$ cat config.mk
export PLATFORM = sky130hd
export DESIGN_NAME = cls_result_ahb_master_flat
export DESIGN_NICKNAME = d
export VERILOG_FILES = /design/src/rtl/cls_result_ahb_master_if.sv /design/src/rtl/cls_result_ahb_master.sv /design/src/flat_wrapper.sv
export SDC_FILE = /design/constraint.sdc
export NUM_CORES = 1
export LEC_CHECK = 0
export ABC_AREA = 1
export BUFFER_PORTS_ARGS = -buffer_cell sky130_fd_sc_hd__buf_2
export CAP_MARGIN = 20
export CORE_ASPECT_RATIO = 1.1
export CORE_UTILIZATION = 52
export CTS_CLUSTER_DIAMETER = 40
export DETAILED_ROUTE_END_ITERATION = 6
export PLACE_DENSITY_LB_ADDON = 0.08
export SLEW_MARGIN = 20
export SYNTH_ARGS = -nofsm -noshare
export SYNTH_HDL_FRONTEND = slang
export SYNTH_SLANG_ARGS = --single-unit
$ cat constraint.sdc
create_clock -name clk -period 2.51 [get_ports clk]
set_input_delay 0.502 -clock clk [delete_from_list [all_inputs] [get_ports clk]]
set_output_delay 0.502 -clock clk [all_outputs]
set_load 0.1 [all_outputs]
$ cat src/rtl/cls_result_ahb_master_if.sv
// Bundles the classifier-result handshake and the AHB-Lite master bus of
// cls_result_ahb_master.
//   master modport : the write engine (drives result_ready_o and the AHB request)
//   slave  modport : the environment (result producer plus AHB slave)
// Signal names keep the engine-side _i/_o suffixes so both ends read the same.
interface cls_result_ahb_master_if;
  logic        result_valid_i;
  logic [4:0]  result_class_i;
  logic        result_ready_o;
  logic [31:0] ahb_m_haddr_o;
  logic        ahb_m_hwrite_o;
  logic [2:0]  ahb_m_hsize_o;
  logic [2:0]  ahb_m_hburst_o;
  logic [3:0]  ahb_m_hprot_o;
  logic [1:0]  ahb_m_htrans_o;
  logic        ahb_m_hmastlock_o;
  logic [31:0] ahb_m_hwdata_o;
  logic        ahb_m_hready_i;
  logic        ahb_m_hresp_i;

  modport master (
    input  result_valid_i, result_class_i, ahb_m_hready_i, ahb_m_hresp_i,
    output result_ready_o, ahb_m_haddr_o, ahb_m_hwrite_o, ahb_m_hsize_o,
           ahb_m_hburst_o, ahb_m_hprot_o, ahb_m_htrans_o, ahb_m_hmastlock_o,
           ahb_m_hwdata_o
  );

  modport slave (
    output result_valid_i, result_class_i, ahb_m_hready_i, ahb_m_hresp_i,
    input  result_ready_o, ahb_m_haddr_o, ahb_m_hwrite_o, ahb_m_hsize_o,
           ahb_m_hburst_o, ahb_m_hprot_o, ahb_m_htrans_o, ahb_m_hmastlock_o,
           ahb_m_hwdata_o
  );
endinterface

$ cat src/rtl/cls_result_ahb_master.sv
// AHB-Lite single-master write engine feeding the seven-segment display slave.
// Each buffered classifier result becomes two single NONSEQ word writes:
// the (clamped) class to BASE_ADDR+0x0, then 0x1 to BASE_ADDR+0x4.
// Ports:
//   clk, reset   : system clock, synchronous active-high reset
//   bus          : result valid/ready handshake and AHB master signals
//   busy_o       : a write sequence is in progress
//   err_o        : sticky, set when a sequence is abandoned on an ERROR response
//   wr_count_o   : number of results fully written (wraps at 16 bits)
module cls_result_ahb_master #(
  parameter logic [31:0] BASE_ADDR  = 32'hC000_0000,
  parameter int          FIFO_DEPTH = 2,
  parameter int          CLASS_MAX  = 23,
  parameter int          MIN_GAP    = 1024
) (
  input  logic                   clk,
  input  logic                   reset,
  cls_result_ahb_master_if.master bus,
  output logic                   busy_o,
  output logic                   err_o,
  output logic [15:0]            wr_count_o
);
  localparam int PTR_W = $clog2(FIFO_DEPTH);
  localparam int GAP_W = $clog2(MIN_GAP + 1);
  localparam logic [PTR_W:0]   DEPTH_C     = (PTR_W + 1)'(FIFO_DEPTH);
  localparam logic [GAP_W-1:0] GAP_C       = GAP_W'(MIN_GAP);
  localparam logic [4:0]       CLASS_MAX_C = 5'(CLASS_MAX);

  localparam logic [1:0] HTRANS_IDLE   = 2'b00;
  localparam logic [1:0] HTRANS_NONSEQ = 2'b10;

  // D_ERR holds the bus idle until the second cycle of an ERROR response.
  localparam logic [2:0] S_IDLE   = 3'd0;
  localparam logic [2:0] S_A_DATA = 3'd1;
  localparam logic [2:0] S_D_DATA = 3'd2;
  localparam logic [2:0] S_D_FLAG = 3'd3;
  localparam logic [2:0] S_D_ERR  = 3'd4;

  logic [4:0]       fifo_mem_q [FIFO_DEPTH];
  logic [PTR_W-1:0] wr_ptr_q, wr_ptr_d, rd_ptr_q, rd_ptr_d;
  logic [PTR_W:0]   count_q, count_d;
  logic [GAP_W-1:0] gap_q, gap_d;
  logic [2:0]       state_q, state_d;
  logic [4:0]       cls_q, cls_d;
  logic [31:0]      haddr_q, haddr_d, hwdata_q, hwdata_d;
  logic             hwrite_q, hwrite_d;
  logic [1:0]       htrans_q, htrans_d;
  logic             err_q, err_d;
  logic [15:0]      wr_count_q, wr_count_d;

  logic             result_ready;
  logic             push, pop, err_done;
  logic [4:0]       head;

  // Ready reflects the pre-pop occupancy, so a full FIFO never pushes in
  // the same cycle it pops.
  assign result_ready = (count_q != DEPTH_C);
  assign push         = bus.result_valid_i && result_ready;
  assign head         = fifo_mem_q[rd_ptr_q];

  always_ff @(posedge clk) begin
    if (push) fifo_mem_q[wr_ptr_q] <= bus.result_class_i;
  end

  always_comb begin
    state_d    = state_q;
    wr_ptr_d   = wr_ptr_q;
    rd_ptr_d   = rd_ptr_q;
    count_d    = count_q;
    gap_d      = gap_q;
    cls_d      = cls_q;
    haddr_d    = haddr_q;
    hwdata_d   = hwdata_q;
    hwrite_d   = hwrite_q;
    htrans_d   = htrans_q;
    err_d      = err_q;
    wr_count_d = wr_count_q;
    pop        = 1'b0;
    err_done   = 1'b0;

    case (state_q)
      S_IDLE: begin
        if (gap_q != '0) begin
          gap_d = gap_q - GAP_W'(1);
        end else if (count_q != '0) begin
          state_d  = S_A_DATA;
          haddr_d  = BASE_ADDR;
          hwrite_d = 1'b1;
          htrans_d = HTRANS_NONSEQ;
          // Clamp at issue time; the FIFO keeps the raw class.
          cls_d    = (head > CLASS_MAX_C) ? 5'd31 : head;
        end
      end
      S_A_DATA: begin
        if (bus.ahb_m_hready_i) begin
          state_d  = S_D_DATA;
          haddr_d  = BASE_ADDR + 32'h4;
          hwdata_d = {27'd0, cls_q};
        end
      end
      S_D_DATA: begin
        if (bus.ahb_m_hresp_i) begin
          if (bus.ahb_m_hready_i) begin
            err_done = 1'b1;
          end else begin
            // First ERROR cycle: cancel the pending flag address phase.
            state_d  = S_D_ERR;
            htrans_d = HTRANS_IDLE;
            hwrite_d = 1'b0;
          end
        end else if (bus.ahb_m_hready_i) begin
          state_d  = S_D_FLAG;
          htrans_d = HTRANS_IDLE;
          hwrite_d = 1'b0;
          hwdata_d = 32'h1;
        end
      end
      S_D_FLAG: begin
        if (bus.ahb_m_hresp_i) begin
          if (bus.ahb_m_hready_i) err_done = 1'b1;
          else                    state_d  = S_D_ERR;
        end else if (bus.ahb_m_hready_i) begin
          pop        = 1'b1;
          wr_count_d = wr_count_q + 16'd1;
          gap_d      = GAP_C;
          state_d    = S_IDLE;
        end
      end
      S_D_ERR: begin
        if (bus.ahb_m_hready_i) err_done = 1'b1;
      end
      default: state_d = S_IDLE;
    endcase

    // An errored result is discarded but still spaces the next update.
    if (err_done) begin
      pop      = 1'b1;
      err_d    = 1'b1;
      gap_d    = GAP_C;
      state_d  = S_IDLE;
      htrans_d = HTRANS_IDLE;
      hwrite_d = 1'b0;
    end

    if (push) wr_ptr_d = wr_ptr_q + PTR_W'(1);
    if (pop)  rd_ptr_d = rd_ptr_q + PTR_W'(1);
    case ({push, pop})
      2'b10:   count_d = count_q + (PTR_W + 1)'(1);
      2'b01:   count_d = count_q - (PTR_W + 1)'(1);
      default: count_d = count_q;
    endcase
  end

  always_ff @(posedge clk) begin
    if (reset) begin
      state_q    <= S_IDLE;
      wr_ptr_q   <= '0;
      rd_ptr_q   <= '0;
      count_q    <= '0;
      gap_q      <= '0;
      cls_q      <= '0;
      haddr_q    <= '0;
      hwdata_q   <= '0;
      hwrite_q   <= 1'b0;
      htrans_q   <= HTRANS_IDLE;
      err_q      <= 1'b0;
      wr_count_q <= '0;
    end else begin
      state_q    <= state_d;
      wr_ptr_q   <= wr_ptr_d;
      rd_ptr_q   <= rd_ptr_d;
      count_q    <= count_d;
      gap_q      <= gap_d;
      cls_q      <= cls_d;
      haddr_q    <= haddr_d;
      hwdata_q   <= hwdata_d;
      hwrite_q   <= hwrite_d;
      htrans_q   <= htrans_d;
      err_q      <= err_d;
      wr_count_q <= wr_count_d;
    end
  end

  assign bus.result_ready_o    = result_ready;
  assign bus.ahb_m_haddr_o     = haddr_q;
  assign bus.ahb_m_hwrite_o    = hwrite_q;
  assign bus.ahb_m_hsize_o     = 3'b010;
  assign bus.ahb_m_hburst_o    = 3'b000;
  assign bus.ahb_m_hprot_o     = 4'b0000;
  assign bus.ahb_m_htrans_o    = htrans_q;
  assign bus.ahb_m_hmastlock_o = 1'b0;
  assign bus.ahb_m_hwdata_o    = hwdata_q;
  assign busy_o                = (state_q != S_IDLE);
  assign err_o                 = err_q;
  assign wr_count_o            = wr_count_q;
endmodule

$ cat src/flat_wrapper.sv
// flat-port wrapper written by rule: the top's interface ports become plain ports
module cls_result_ahb_master_flat 
#(
  parameter logic [31:0] BASE_ADDR  = 32'hC000_0000,
  parameter int          FIFO_DEPTH = 2,
  parameter int          CLASS_MAX  = 23,
  parameter int          MIN_GAP    = 1024
)
  (clk, reset, busy_o, err_o, wr_count_o, bus_result_valid_i, bus_result_class_i, bus_ahb_m_hready_i, bus_ahb_m_hresp_i, bus_result_ready_o, bus_ahb_m_haddr_o, bus_ahb_m_hwrite_o, bus_ahb_m_hsize_o, bus_ahb_m_hburst_o, bus_ahb_m_hprot_o, bus_ahb_m_htrans_o, bus_ahb_m_hmastlock_o, bus_ahb_m_hwdata_o);
  cls_result_ahb_master_if bus_i ();
  input  logic clk;
  input  logic reset;
  output logic busy_o;
  output logic err_o;
  output logic [15:0] wr_count_o;
  input wire logic [$bits(bus_i.result_valid_i)-1:0] bus_result_valid_i;
  input wire logic [$bits(bus_i.result_class_i)-1:0] bus_result_class_i;
  input wire logic [$bits(bus_i.ahb_m_hready_i)-1:0] bus_ahb_m_hready_i;
  input wire logic [$bits(bus_i.ahb_m_hresp_i)-1:0] bus_ahb_m_hresp_i;
  output wire logic [$bits(bus_i.result_ready_o)-1:0] bus_result_ready_o;
  output wire logic [$bits(bus_i.ahb_m_haddr_o)-1:0] bus_ahb_m_haddr_o;
  output wire logic [$bits(bus_i.ahb_m_hwrite_o)-1:0] bus_ahb_m_hwrite_o;
  output wire logic [$bits(bus_i.ahb_m_hsize_o)-1:0] bus_ahb_m_hsize_o;
  output wire logic [$bits(bus_i.ahb_m_hburst_o)-1:0] bus_ahb_m_hburst_o;
  output wire logic [$bits(bus_i.ahb_m_hprot_o)-1:0] bus_ahb_m_hprot_o;
  output wire logic [$bits(bus_i.ahb_m_htrans_o)-1:0] bus_ahb_m_htrans_o;
  output wire logic [$bits(bus_i.ahb_m_hmastlock_o)-1:0] bus_ahb_m_hmastlock_o;
  output wire logic [$bits(bus_i.ahb_m_hwdata_o)-1:0] bus_ahb_m_hwdata_o;
  assign bus_i.result_valid_i = bus_result_valid_i;
  assign bus_i.result_class_i = bus_result_class_i;
  assign bus_i.ahb_m_hready_i = bus_ahb_m_hready_i;
  assign bus_i.ahb_m_hresp_i = bus_ahb_m_hresp_i;
  assign bus_result_ready_o = bus_i.result_ready_o;
  assign bus_ahb_m_haddr_o = bus_i.ahb_m_haddr_o;
  assign bus_ahb_m_hwrite_o = bus_i.ahb_m_hwrite_o;
  assign bus_ahb_m_hsize_o = bus_i.ahb_m_hsize_o;
  assign bus_ahb_m_hburst_o = bus_i.ahb_m_hburst_o;
  assign bus_ahb_m_hprot_o = bus_i.ahb_m_hprot_o;
  assign bus_ahb_m_htrans_o = bus_i.ahb_m_htrans_o;
  assign bus_ahb_m_hmastlock_o = bus_i.ahb_m_hmastlock_o;
  assign bus_ahb_m_hwdata_o = bus_i.ahb_m_hwdata_o;
  cls_result_ahb_master #(.BASE_ADDR(BASE_ADDR), .FIFO_DEPTH(FIFO_DEPTH), .CLASS_MAX(CLASS_MAX), .MIN_GAP(MIN_GAP)) u_core (.clk(clk), .reset(reset), .bus(bus_i), .busy_o(busy_o), .err_o(err_o), .wr_count_o(wr_count_o));
endmodule
==> summary by stage, run 1 <==
Outcome
The run finished with clean final reports.

Power and ir drop
The analysis attributes to net switching a power of 2.19 mW. For this design the static power due to leakage is 1.80 nW. The cell internal power dissipation is 2.02 mW. The maximum ir drop on the vdd rail is 0.000759 V. The combinational share of power is 51.5%.

The switching portion of total power is 52.0%. The sequential cell fraction of total power is 29.1%. The share of power burned in the clock network is 19.4%.

For this design the ratio of total power to cell area is 1140 nW/um^2.

Placed design
The placement-stage worst setup slack is 0.388 ns. The half-perimeter wire length of the detailed placement result is 4.93 mm. The last weighted congestion value of the routability-driven placer is 0.866. The number of port buffers is 38.

Route
Using the TritonRoute via totals, the vias-per-cell ratio works out to 4.60. The post-route antenna net violation count is 0. Wires add up to 6.52 mm. The routed wire length per instance is 10.6 microns. The remaining routing DRC violations is 0. Before antenna repair, the detailed router went through 4 iterations. The overall via count from detail_route is 2840. The starting DRC count in detailed routing is 148.

Setup path
The worst setup path is of the reg -> out kind. The worst setup path is launched from a flip-flop. The count of cells along the worst register-to-register path is 11. The worst register-to-register path has a setup slack of 0.51 ns. The endpoint arrival time on the critical path is 1.85 ns.

The startpoint of the most critical register-to-register path is u_core.state_q[1]. The worst endpoint required time is 2.01 ns. Of all nets on the critical path, the largest fanout is 7. The start point of the critical path is u_core.state_q[2].

STA classifies the critical path endpoint as an output pin. The endpoint of the most critical register-to-register path is u_core.count_q[1].

Floorplanning
The width of the die is 80.4 microns. The initial cell density of the core is 53.7%. The overall die height is 88.3 microns. The cell row count is 31. The die area is 7100 sq um. The top-level I/O count is 107.

The core region is 6560 sq um.

STA
The final hold violation count is 0. The worst path uses 93.8% of the clock period. Setup slack on the critical path of the routed design comes to 0.157 ns.

The number of max-slew violations in the final report is 0. The setup TNS is 0 ns. The remaining max-slew budget at the tightest pin is 62.1%. At the pin with the least slew margin, the transition time is 0.563 ns.

After layout, the minimum clock period comes to 2.35 ns. The largest clock skew in the final design is 0.00838 ns. Setup repair after global routing left no endpoint under its margin. The final setup violation count is 0. Timing would allow up to 425 MHz.

GRT
The initial antenna violation count is 0. The maximum number of pins on one net before global-route repair is 18. Across every metal layer, demand over resource in global routing totals 19.6%. The global-route wire length before repair is 10.5 mm. The remaining global-route overflow is 0. The number of global-route vias before repair came to 2366.

Synth
The netlist uses 36 different library cells. Sequential elements use 36.4% of the synthesized area. The mean instance size in the synthesized netlist is 7.18 sq um. Yosys printed 0 warnings. The number of register bits inferred by synthesis is 59. The fraction of registers with async set/reset is 0%. The most used flip-flop cell after synthesis is sky130_fd_sc_hd__dfxtp_1.

The cell area that synthesis handed to floorplanning was 3520 sq um. In the synthesized netlist, the number of instances is 490. In this run, synthesis inferred 10 flip-flops with an integrated enable.

Run
The max-cap violation count is 0.

CTS
The number of resized instances in the post-cts repair step is 0. CTS saw 59 sinks. The clock latency at the later pin of the worst-skew pair is 0.34 ns. No sink is reached through more buffers than the 2 on the longest clock path. TritonCTS built the clock tree. CTS placed an instance of sky130_fd_sc_hd__clkbuf_8 at the clock tree root. The count of hold-fix buffers inserted at cts is 0. In this run the post-CTS setup repair buffer count came out at 0. After clock tree synthesis, the clock-pin slew on the worst setup and hold paths is 0.07 ns.

The TritonCTS buffer count is 9. The number of H-tree levels is 3.

Hold path
Counting instances, the worst hold path has a depth of 1. The worst hold path terminates at u_core.fifo_mem_q[1][4]. The path class of the tightest hold or removal check is in -> reg. The worst hold path startpoint is bus_result_class_i[4].

Layout
Measured on the finished design, the core utilization comes to 56.1%. The number of nets in the layout is 543. The layout cell share with drive strength beyond 1 is 14.0%. The number of antenna repair diodes is 0. The layout-stage area growth over the synthesis result is 4.48%. The filler cell count is 681.
metrics by stage:
stage	power (mW)	area, sq um	instances	hold WS, ns
floorplan	3.26	3760	556	0.426
global placement	3.39	3490	601	0.440
detailed placement	3.40	3490	601	0.450
CTS	4.22	3670	617	0.331
global route	4.50	3670	617	0.332
finish	4.20	3670	617	0.347
cell usage in the layout (no fill, tap or decap), types with 2 or more instances in the layout:
cell	n
sky130_fd_sc_hd__nor2_2	2
sky130_fd_sc_hd__dfxtp_1	49
sky130_fd_sc_hd__nor2_4	3
sky130_fd_sc_hd__conb_1	68
sky130_fd_sc_hd__xor2_1	3
sky130_fd_sc_hd__nor2_1	60
sky130_fd_sc_hd__edfxtp_1	10
sky130_fd_sc_hd__clkbuf_8	9
sky130_fd_sc_hd__inv_1	55
sky130_fd_sc_hd__o21ai_0	13
sky130_fd_sc_hd__clkinv_1	3
sky130_fd_sc_hd__clkinv_2	2
sky130_fd_sc_hd__a21oi_1	35
sky130_fd_sc_hd__nor3_1	7
sky130_fd_sc_hd__buf_4	2
sky130_fd_sc_hd__nand2_4	2
sky130_fd_sc_hd__nand4_1	6
sky130_fd_sc_hd__nand3_2	5
sky130_fd_sc_hd__nand2_1	105
sky130_fd_sc_hd__o21a_1	2
sky130_fd_sc_hd__inv_2	4
sky130_fd_sc_hd__ha_1	3
sky130_fd_sc_hd__mux2_2	2
sky130_fd_sc_hd__buf_2	38
sky130_fd_sc_hd__nand3_1	35
state kept, by name, indices dropped and copies added, names as in the netlist, 2 cells and up, named ones only:
register,flops
u_core.bus.ahb_m_hwdata_o,5
u_core.cls_q,5
u_core.bus.ahb_m_haddr_o,2
u_core.state_q,3
u_core.wr_count_o,16
u_core.gap_q,11
u_core.count_q,2
u_core.fifo_mem_q,10
how the worst max path moves through the flow:
stage	end	cells after the start
after floorplan	u_core.count_q[1]	8
after global placement	u_core.count_q[1]	10
after detailed placement	u_core.count_q[1]	10
after CTS	busy_o	5
after global routing	busy_o	5
final	busy_o	5
layer usage:
metal | global-route usage, % | up-vias | routed length, microns
li1 | - | 1490 | -
met1 | 23.9 | 1252 | 2960
met2 | 31.1 | 87 | 3080
met3 | 5.57 | 11 | 360
met4 | 10.6 | 0 | 122
met5 | 0 | - | 0
cells in the mapped netlist (2+ instances only):
cell	n	area, sq um
sky130_fd_sc_hd__a21oi_1	35	175
sky130_fd_sc_hd__buf_1	2	7.51
sky130_fd_sc_hd__buf_4	71	533
sky130_fd_sc_hd__conb_1	2	7.51
sky130_fd_sc_hd__dfxtp_1	49	981
sky130_fd_sc_hd__edfxtp_1	10	300
sky130_fd_sc_hd__ha_1	3	37.5
sky130_fd_sc_hd__inv_1	55	206
sky130_fd_sc_hd__inv_2	4	15.0
sky130_fd_sc_hd__mux2_2	2	22.5
sky130_fd_sc_hd__nand2_1	105	394
sky130_fd_sc_hd__nand2_4	2	22.5
sky130_fd_sc_hd__nand3_1	35	175
sky130_fd_sc_hd__nand3_2	5	50.1
sky130_fd_sc_hd__nand4_1	6	37.5
sky130_fd_sc_hd__nor2_1	60	225
sky130_fd_sc_hd__nor2_2	2	12.5
sky130_fd_sc_hd__nor2_4	3	33.8
sky130_fd_sc_hd__nor3_1	7	35.0
sky130_fd_sc_hd__o21a_1	2	15.0
sky130_fd_sc_hd__o21ai_0	13	65.1
sky130_fd_sc_hd__xor2_1	3	26.3
final cells by class:
cell class,instances,area [sq um],area share [%]
Multi-Input combinational cell,361,1680,45.8
Sequential cell,59,1280,34.9
Inverter,59,221,6.03
Timing Repair Buffer,40,205,5.58
Clock buffer,9,124,3.37
Tap cell,82,103,2.79
Clock inverter,7,58.8,1.60
logic make-up after synthesis:
family,share of synthesized area [%]
buffers and inverters,22.8
flip-flops,36.4
adder cells (fa/ha/maj),1.07
AO/OA/AOI/OAI,7.93
AND/OR/NAND/NOR,29.9
other,0.214
multiplexers,0.640
XOR/XNOR,0.996
power groups by stage:
stage                     Clock [mW]  Sequential, mW  Combinational, mW
after floorplan                    0            1.40               1.86
after global placement             0            1.24               2.15
after detailed placement           0            1.24               2.16
after CTS                      0.836            1.22               2.17
after global routing           0.880            1.24               2.37
final                          0.814            1.22               2.17
worst max-delay path: stages (launching register included):
cell	delay, ns
sky130_fd_sc_hd__dfxtp_1	0.55
sky130_fd_sc_hd__inv_1	0.13
sky130_fd_sc_hd__nand2_1	0.15
sky130_fd_sc_hd__nor2_4	0.07
sky130_fd_sc_hd__inv_2	0.15
sky130_fd_sc_hd__buf_2	0.46
Note: power is estimated with default switching activity, not from simulation.
==> run 2, diff against run 1 <==
- CORE_UTILIZATION: 52 -> 38
- RECOVER_POWER: unset -> 100
==> summary by stage, run 2 (same netlist as run 1, synthesis figures left out) <==
Route
In the routed layout, each cell is associated on average with a via count of 4.34. After detailed routing, the average wire length per cell comes to 10.7 microns. The remaining routing DRC violations is 0. The starting DRC count in detailed routing is 146.

The post-route antenna net violation count is 0. The total length of routed wires is 6.98 mm. The overall via count from detail_route is 2822.

For this run, the detailed router's first-pass iteration total came to 4.

Hold path
The number of instances on the worst hold path is 1. The worst hold path startpoint is bus_result_class_i[4]. For hold timing, the worst endpoint is u_core.fifo_mem_q[0][4]. The min-delay analysis places its worst path in the category in -> reg.

Setup path
The endpoint arrival time on the critical path is 1.80 ns. Measured in cells, the most critical reg-to-reg path has a length of 10. The worst-path cell with the longest stage delay is sky130_fd_sc_hd__clkbuf_2. The kind of start point of the critical path is a flip-flop. The largest single stage delay on the critical path is 0.49 ns. The critical-path maximum fanout is 6. STA classifies the critical path endpoint as an output pin.

The worst endpoint required time is 2.01 ns. The startpoint of the most critical register-to-register path is u_core.state_q[0]. The endpoint of the most critical register-to-register path is u_core.wr_count_o[15]. The worst setup path is of the reg -> out kind.

Walking the worst path, the cells encountered are inv_1 > nand2_1 > nor2_4 > inv_2 > clkbuf_2. The setup slack of the worst register-to-register path is 0.25 ns.

Layout
Compared with the post-synthesis result, the final layout area differs by 3.56%. Leaving out fill and tap cells, the most frequent cell in the layout is sky130_fd_sc_hd__nand2_1. The number of antenna repair diodes is 0. The final core area utilization is 40.8%.

At the end of the flow, the number of nets in the layout was 544. In the layout the commonest cells are sky130_fd_sc_hd__nand2_1, sky130_fd_sc_hd__conb_1, sky130_fd_sc_hd__nor2_1. The total non-filler cell area in the finished layout is 3640 sq um. The number of flip-flops under the largest register name is 16. In the final layout, the share of cells above drive strength 1 is 8.02%. The filler cell count is 980.

Floorplanning
The width of the die is 93.7 microns. The die covers 9640 sq um. The placeable core region is 8920 sq um.

107 I/O pins were placed. The initial utilization of the core area, before any placement, comes to 39.4%. The floorplan has 36 rows. The overall die height is 103 microns.

CTS
The root cell of the clock tree is sky130_fd_sc_hd__clkbuf_8. The clock-pin slew of the registers on the worst-case setup and hold paths is 0.08 ns. Once the clock tree was built, the resizer swapped 0 gates to a different size. The clock latency at the later pin of the worst-skew pair is 0.33 ns. No sink is reached through more buffers than the 2 on the longest clock path. The CTS tree is done. CTS built an H-tree with a depth of 3. The count of hold-fix buffers inserted at cts is 0. For this design, the sink count on the clock tree is 59.

Counting the buffers created by CTS gives 9. Once the clock tree was built, the setup fixing pass inserted 0 buffers.

Placed design
OpenSTA, run right after detailed placement, puts the worst setup slack at 0.488 ns. In this run the cell area measured after placement is 3540 sq um. Port buffering added 38 buffers. The HPWL after detailed placement is 5.25 mm. The last weighted congestion value of the routability-driven placer is 0.837.

STA
The final hold violation count came to 0. Setup repair after global routing left no endpoint under its margin. Measured against its own limit, the worst slew margin works out to 21.6%. The clock period minus final worst setup slack is 2.30 ns. The slew at the pin closest to its max-slew limit is 1.18 ns. The least setup slack across all paths after layout is 0.210 ns. Between clock sinks in the finished design, the worst skew comes to 0.00850 ns. The post-route clock period utilization is 91.6%. The setup TNS is 0 ns. The number of max-slew violations in the final report is 0. The final setup violation count is 0. The maximum achievable frequency is 435 MHz.

Power and ir drop
The analysis attributes to cell leakage a power of 1.67 nW. The maximum ir drop on the vdd rail is 0.000472 V. For this design the ratio of total power to cell area is 1140 nW/um^2. Total power for the finished layout comes to 4.16 mW.

GRT
The initial antenna violation count is 0. Global routing used 15.3% of the available tracks across all layers. The first global-routing pass estimated 11.3 mm of wire.

The number of global-route vias before repair is 2422. The maximum number of pins on one net before global-route repair is 21. Global routing finished with a remaining overflow of 0.

Run
The max-cap violation count is 0.

Outcome
The run finished with clean final reports.
-- run 2: cell count changes in the layout (fill, tap and decap cells not counted), moves of 3 or more --
cell	change
sky130_fd_sc_hd__buf_2	-29
sky130_fd_sc_hd__clkbuf_1	+27
sky130_fd_sc_hd__clkinv_1	-3
sky130_fd_sc_hd__clkinvlp_4	+3
sky130_fd_sc_hd__nand3_1	+3
sky130_fd_sc_hd__nand3_2	-3
-- run 2: metal layers --
metal / share of wire (%) / global-route usage, %
met4: 1.3 / 5.80
met2: 48 / 25.8
met5: 0 / 0
met1: 46 / 18.6
met3: 5.1 / 4.06
-- run 2: how the worst max path moves through the flow --
stage	from	end	slack, ns	cells after the start
2_1_floorplan	u_core.count_q[0]	u_core.count_q[1]	0.36	8
3_3_place_gp	bus_ahb_m_hready_i	u_core.count_q[1]	0.54	10
3_5_place_dp	bus_ahb_m_hready_i	u_core.count_q[1]	0.49	10
4_1_cts	u_core.state_q[2]	busy_o	0.13	5
5_1_grt	u_core.state_q[0]	u_core.wr_count_o[15]	0.04	11
6_report	u_core.state_q[1]	busy_o	0.21	5
-- run 2: report_power, final --
| part | internal (mW) | switching (mW) |
|---|---|---|
| registers | 1.11 | 0.111 |
| clock network | 0.362 | 0.418 |
| logic | 0.455 | 1.71 |
| total | 1.92 | 2.24 |
-- run 2: layout make-up --
| cell class | count | area (sq um) | share of cell area (%) |
|---|---|---|---|
| sequential | 59 | 1280 | 35.2 |
| tap | 114 | 143 | 3.92 |
| inverter | 59 | 221 | 6.08 |
| timing repair buffer | 41 | 179 | 4.91 |
| clock buffer | 9 | 124 | 3.40 |
| multi-input combinational | 361 | 1640 | 45.1 |
| clock inverter | 7 | 52.6 | 1.44 |
-- run 2: per-stage QoR --
step,instances,hold WS (ns)
finish,650,0.349
global route,650,0.326
CTS,650,0.332
detailed placement,634,0.451
global placement,634,0.436
floorplan,556,0.426
-- run 2: worst max-delay path, delay by kind of cell (launching register included) --
family	cells	cell delay [ns]
buffers and inverters	3	0.81
flip-flops	1	0.43
AND/OR/NAND/NOR	2	0.24
==> run 3, diff against run 2 <==
- CORE_UTILIZATION: 38 -> 42
- REMOVE_ABC_BUFFERS: unset -> 1
==> summary by stage, run 3 (same netlist as run 1, synthesis figures left out) <==
Layout
From synthesis to final layout, the design area changed by 3.38%. The layout has 891 filler cells. The finished cells cover 3640 sq um. The number of flip-flops under the largest register name is 16. 0 antenna diodes ended up in the layout. The post-route netlist has 7.10% of its cells at a drive strength greater than 1. In the layout the commonest cells are sky130_fd_sc_hd__nand2_1, sky130_fd_sc_hd__conb_1, sky130_fd_sc_hd__nor2_1. At the end of the flow, the number of nets in the layout was 543.

The commonest non-fill, non-tap cell in the layout is sky130_fd_sc_hd__nand2_1. The number of non-filler instances in the completed layout is 643.

Setup path
The endpoint type of the worst setup path is an output pin. The endpoint arrival time on the critical path is 1.77 ns. The number of cells on the worst reg-to-reg path is 10. The delay of the slowest cell on the worst path is 0.49 ns. The startpoint of the most critical register-to-register path is u_core.state_q[0]. The kind of cell adding the most delay to the critical path is buffers and inverters. The worst-path cell with the longest stage delay is sky130_fd_sc_hd__clkbuf_2. The setup path with the least slack is of type reg -> out. The critical-path maximum fanout is 6. The worst setup path is launched from a flip-flop. The endpoint of the most critical register-to-register path is u_core.wr_count_o[14]. For the worst setup path, the data required time is 2.01 ns. Walking the worst path, the cells encountered are inv_1 > nand2_1 > nor2_4 > inv_2 > clkbuf_2. The critical path contains buffers and inverters numbering 3 combined.

The setup slack of the worst register-to-register path is 0.24 ns.

Power and ir drop
The share of power burned in the clock network is 20.1%. Internal power comes to 2.02 mW. In this run the power spent charging and discharging nets is 2.18 mW. Sequential cells account for 29.1% of the total power. The combinational share of power is 50.9%. The total power after layout is 4.20 mW. The leakage power of the design is 1.68 nW. The cell area power density is 1160 nW/um^2. The maximum ir drop on the vdd rail is 0.000445 V. The switching portion of total power is 51.8%.

Hold path
The number of instances on the worst hold path is 1. For hold timing, the worst endpoint is u_core.fifo_mem_q[0][4]. The worst hold path belongs to the class in -> reg. The worst hold path startpoint is bus_result_class_i[4].

STA
The remaining max-slew budget at the tightest pin is 21.6%. The largest clock skew in the final design is 0.00944 ns. The clock period minus final worst setup slack is 2.28 ns. The slew at the pin closest to its max-slew limit is 1.18 ns. In the final timing run, aggregate negative setup slack is 0 ns.

The final hold violation count was 0. Based on the critical path, the design can be clocked at up to 439 MHz. Setup violations remaining at the end of the flow were counted as 0.

The post-route clock period utilization is 90.7%. Setup repair after global routing left no endpoint under its margin. The number of max-slew violations in the final report is 0. After layout, the worst setup slack is 0.234 ns.

Placed design
Routability-driven placement finished with a final weighted congestion of 0.885. Port buffering added 38 buffers. Once placement finished, the instance area stood at 3520 sq um. The instance count after placement with tap cells included is 627. Timing analysis after detailed placement gives a worst setup slack of 0.525 ns.

The half-perimeter wire length of the detailed placement result is 5.21 mm.

Floorplanning
The placeable core region is 8000 sq um. The floorplan has 34 rows. The top-level I/O count is 107. The die covers 8740 sq um. Once the floorplan was initialized, standard cells occupied 44.0% of the core. Measured along the y axis, the die boundary spans 98.0 microns. The floorplan step set the die width to 89.3 microns.

Route
In this run the remaining antenna-violating nets after routing total 0. Detailed routing inserted a total of 2884 vias. In the routed design, unresolved DRC markers number 0. Dividing the detail-routed wire length by the instance count gives 10.7 microns.

The starting DRC count in detailed routing is 115. The per-cell via count in the routed design is 4.49. The total iterations of the first detailed-routing run is 4. Wires add up to 6.88 mm.

Outcome
The flow ran to the end, and the final reports show no timing, DRC or antenna violations.

GRT
Global routing used 16.8% of the available tracks. The number of global-route vias before repair is 2533. The first global-routing pass estimated 11.3 mm of wire. The total overflow left after global routing is 0.

The initial antenna violation count is 0. Entering global routing, the biggest net connects 21 pins.

CTS
In this run the deepest clock path goes through 2 buffers. The root cell of the clock tree is sky130_fd_sc_hd__clkbuf_8. After clock tree synthesis, the flow added hold-fix buffers numbering 0. The clock latency at the later pin of the worst-skew pair is 0.33 ns. The number of resized instances in the post-cts repair step is 0. The TritonCTS buffer count is 9. Buffers added to address setup during post-CTS repair amount to 0. The number of H-tree levels is 3. Clock-pin slew was measured on the worst setup and hold paths at 0.07 ns. Counting every sink on the clock net gives 59. TritonCTS built the clock tree.

Run
The max-cap violation count is 0.
run 3: changes by cell type in the layout (fill, tap and decap cells not counted):
| cell | delta |
|---|---|
| sky130_fd_sc_hd__clkinvlp_4 | -3 |
| sky130_fd_sc_hd__clkinv_1 | +2 |
| sky130_fd_sc_hd__inv_6 | -2 |
| sky130_fd_sc_hd__buf_4 | -1 |
| sky130_fd_sc_hd__bufinv_16 | +1 |
| sky130_fd_sc_hd__clkbuf_8 | +1 |
| sky130_fd_sc_hd__clkinv_2 | +1 |
| sky130_fd_sc_hd__nand3_1 | +1 |
| sky130_fd_sc_hd__nand3_2 | -1 |
| sky130_fd_sc_hd__nor2_1 | +1 |
| sky130_fd_sc_hd__nor2_2 | -1 |
run 3: routing by layer:
layer  share of wire [%]  vias up  track usage (%)
met5                   0        -                0
met4                0.71        0             6.23
met3                 4.2        6             4.06
met2                  50       82             27.4
met1                  45     1298             21.2
li1                    -     1498                -
run 3: cell type report:
type	instances	area (sq um)	share of cell area, %
tap	108	135	3.72
timing repair buffer	40	171	4.71
multi-input combinational	361	1630	44.9
clock inverter	6	55.1	1.51
sequential	59	1280	35.2
clock buffer	10	138	3.79
inverter	59	221	6.09
run 3: per-stage QoR:
step | hold slack [ns] | utilization (%)
CTS | 0.340 | 46.5
floorplan | 0.426 | -
global route | 0.330 | 45.5
detailed placement | 0.452 | 44.1
global placement | 0.436 | 44.1
finish | 0.357 | 45.5
run 3: power groups by stage:
stage	registers, mW	clock network [mW]	logic [mW]
after floorplan	1.52	0	1.56
after global placement	1.24	0	2.18
after detailed placement	1.24	0	2.18
after CTS	1.22	0.876	2.19
after global routing	1.24	0.925	2.34
final	1.22	0.844	2.14
run 3: worst max path at each step:
stage	end	startpoint	cells past startpoint
final	busy_o	u_core.state_q[1]	5
after global routing	u_core.wr_count_o[14]	u_core.state_q[0]	10
after CTS	busy_o	u_core.state_q[2]	5
after detailed placement	u_core.count_q[1]	bus_ahb_m_hready_i	10
after global placement	busy_o	u_core.state_q[2]	5
after floorplan	u_core.count_q[1]	u_core.count_q[0]	8
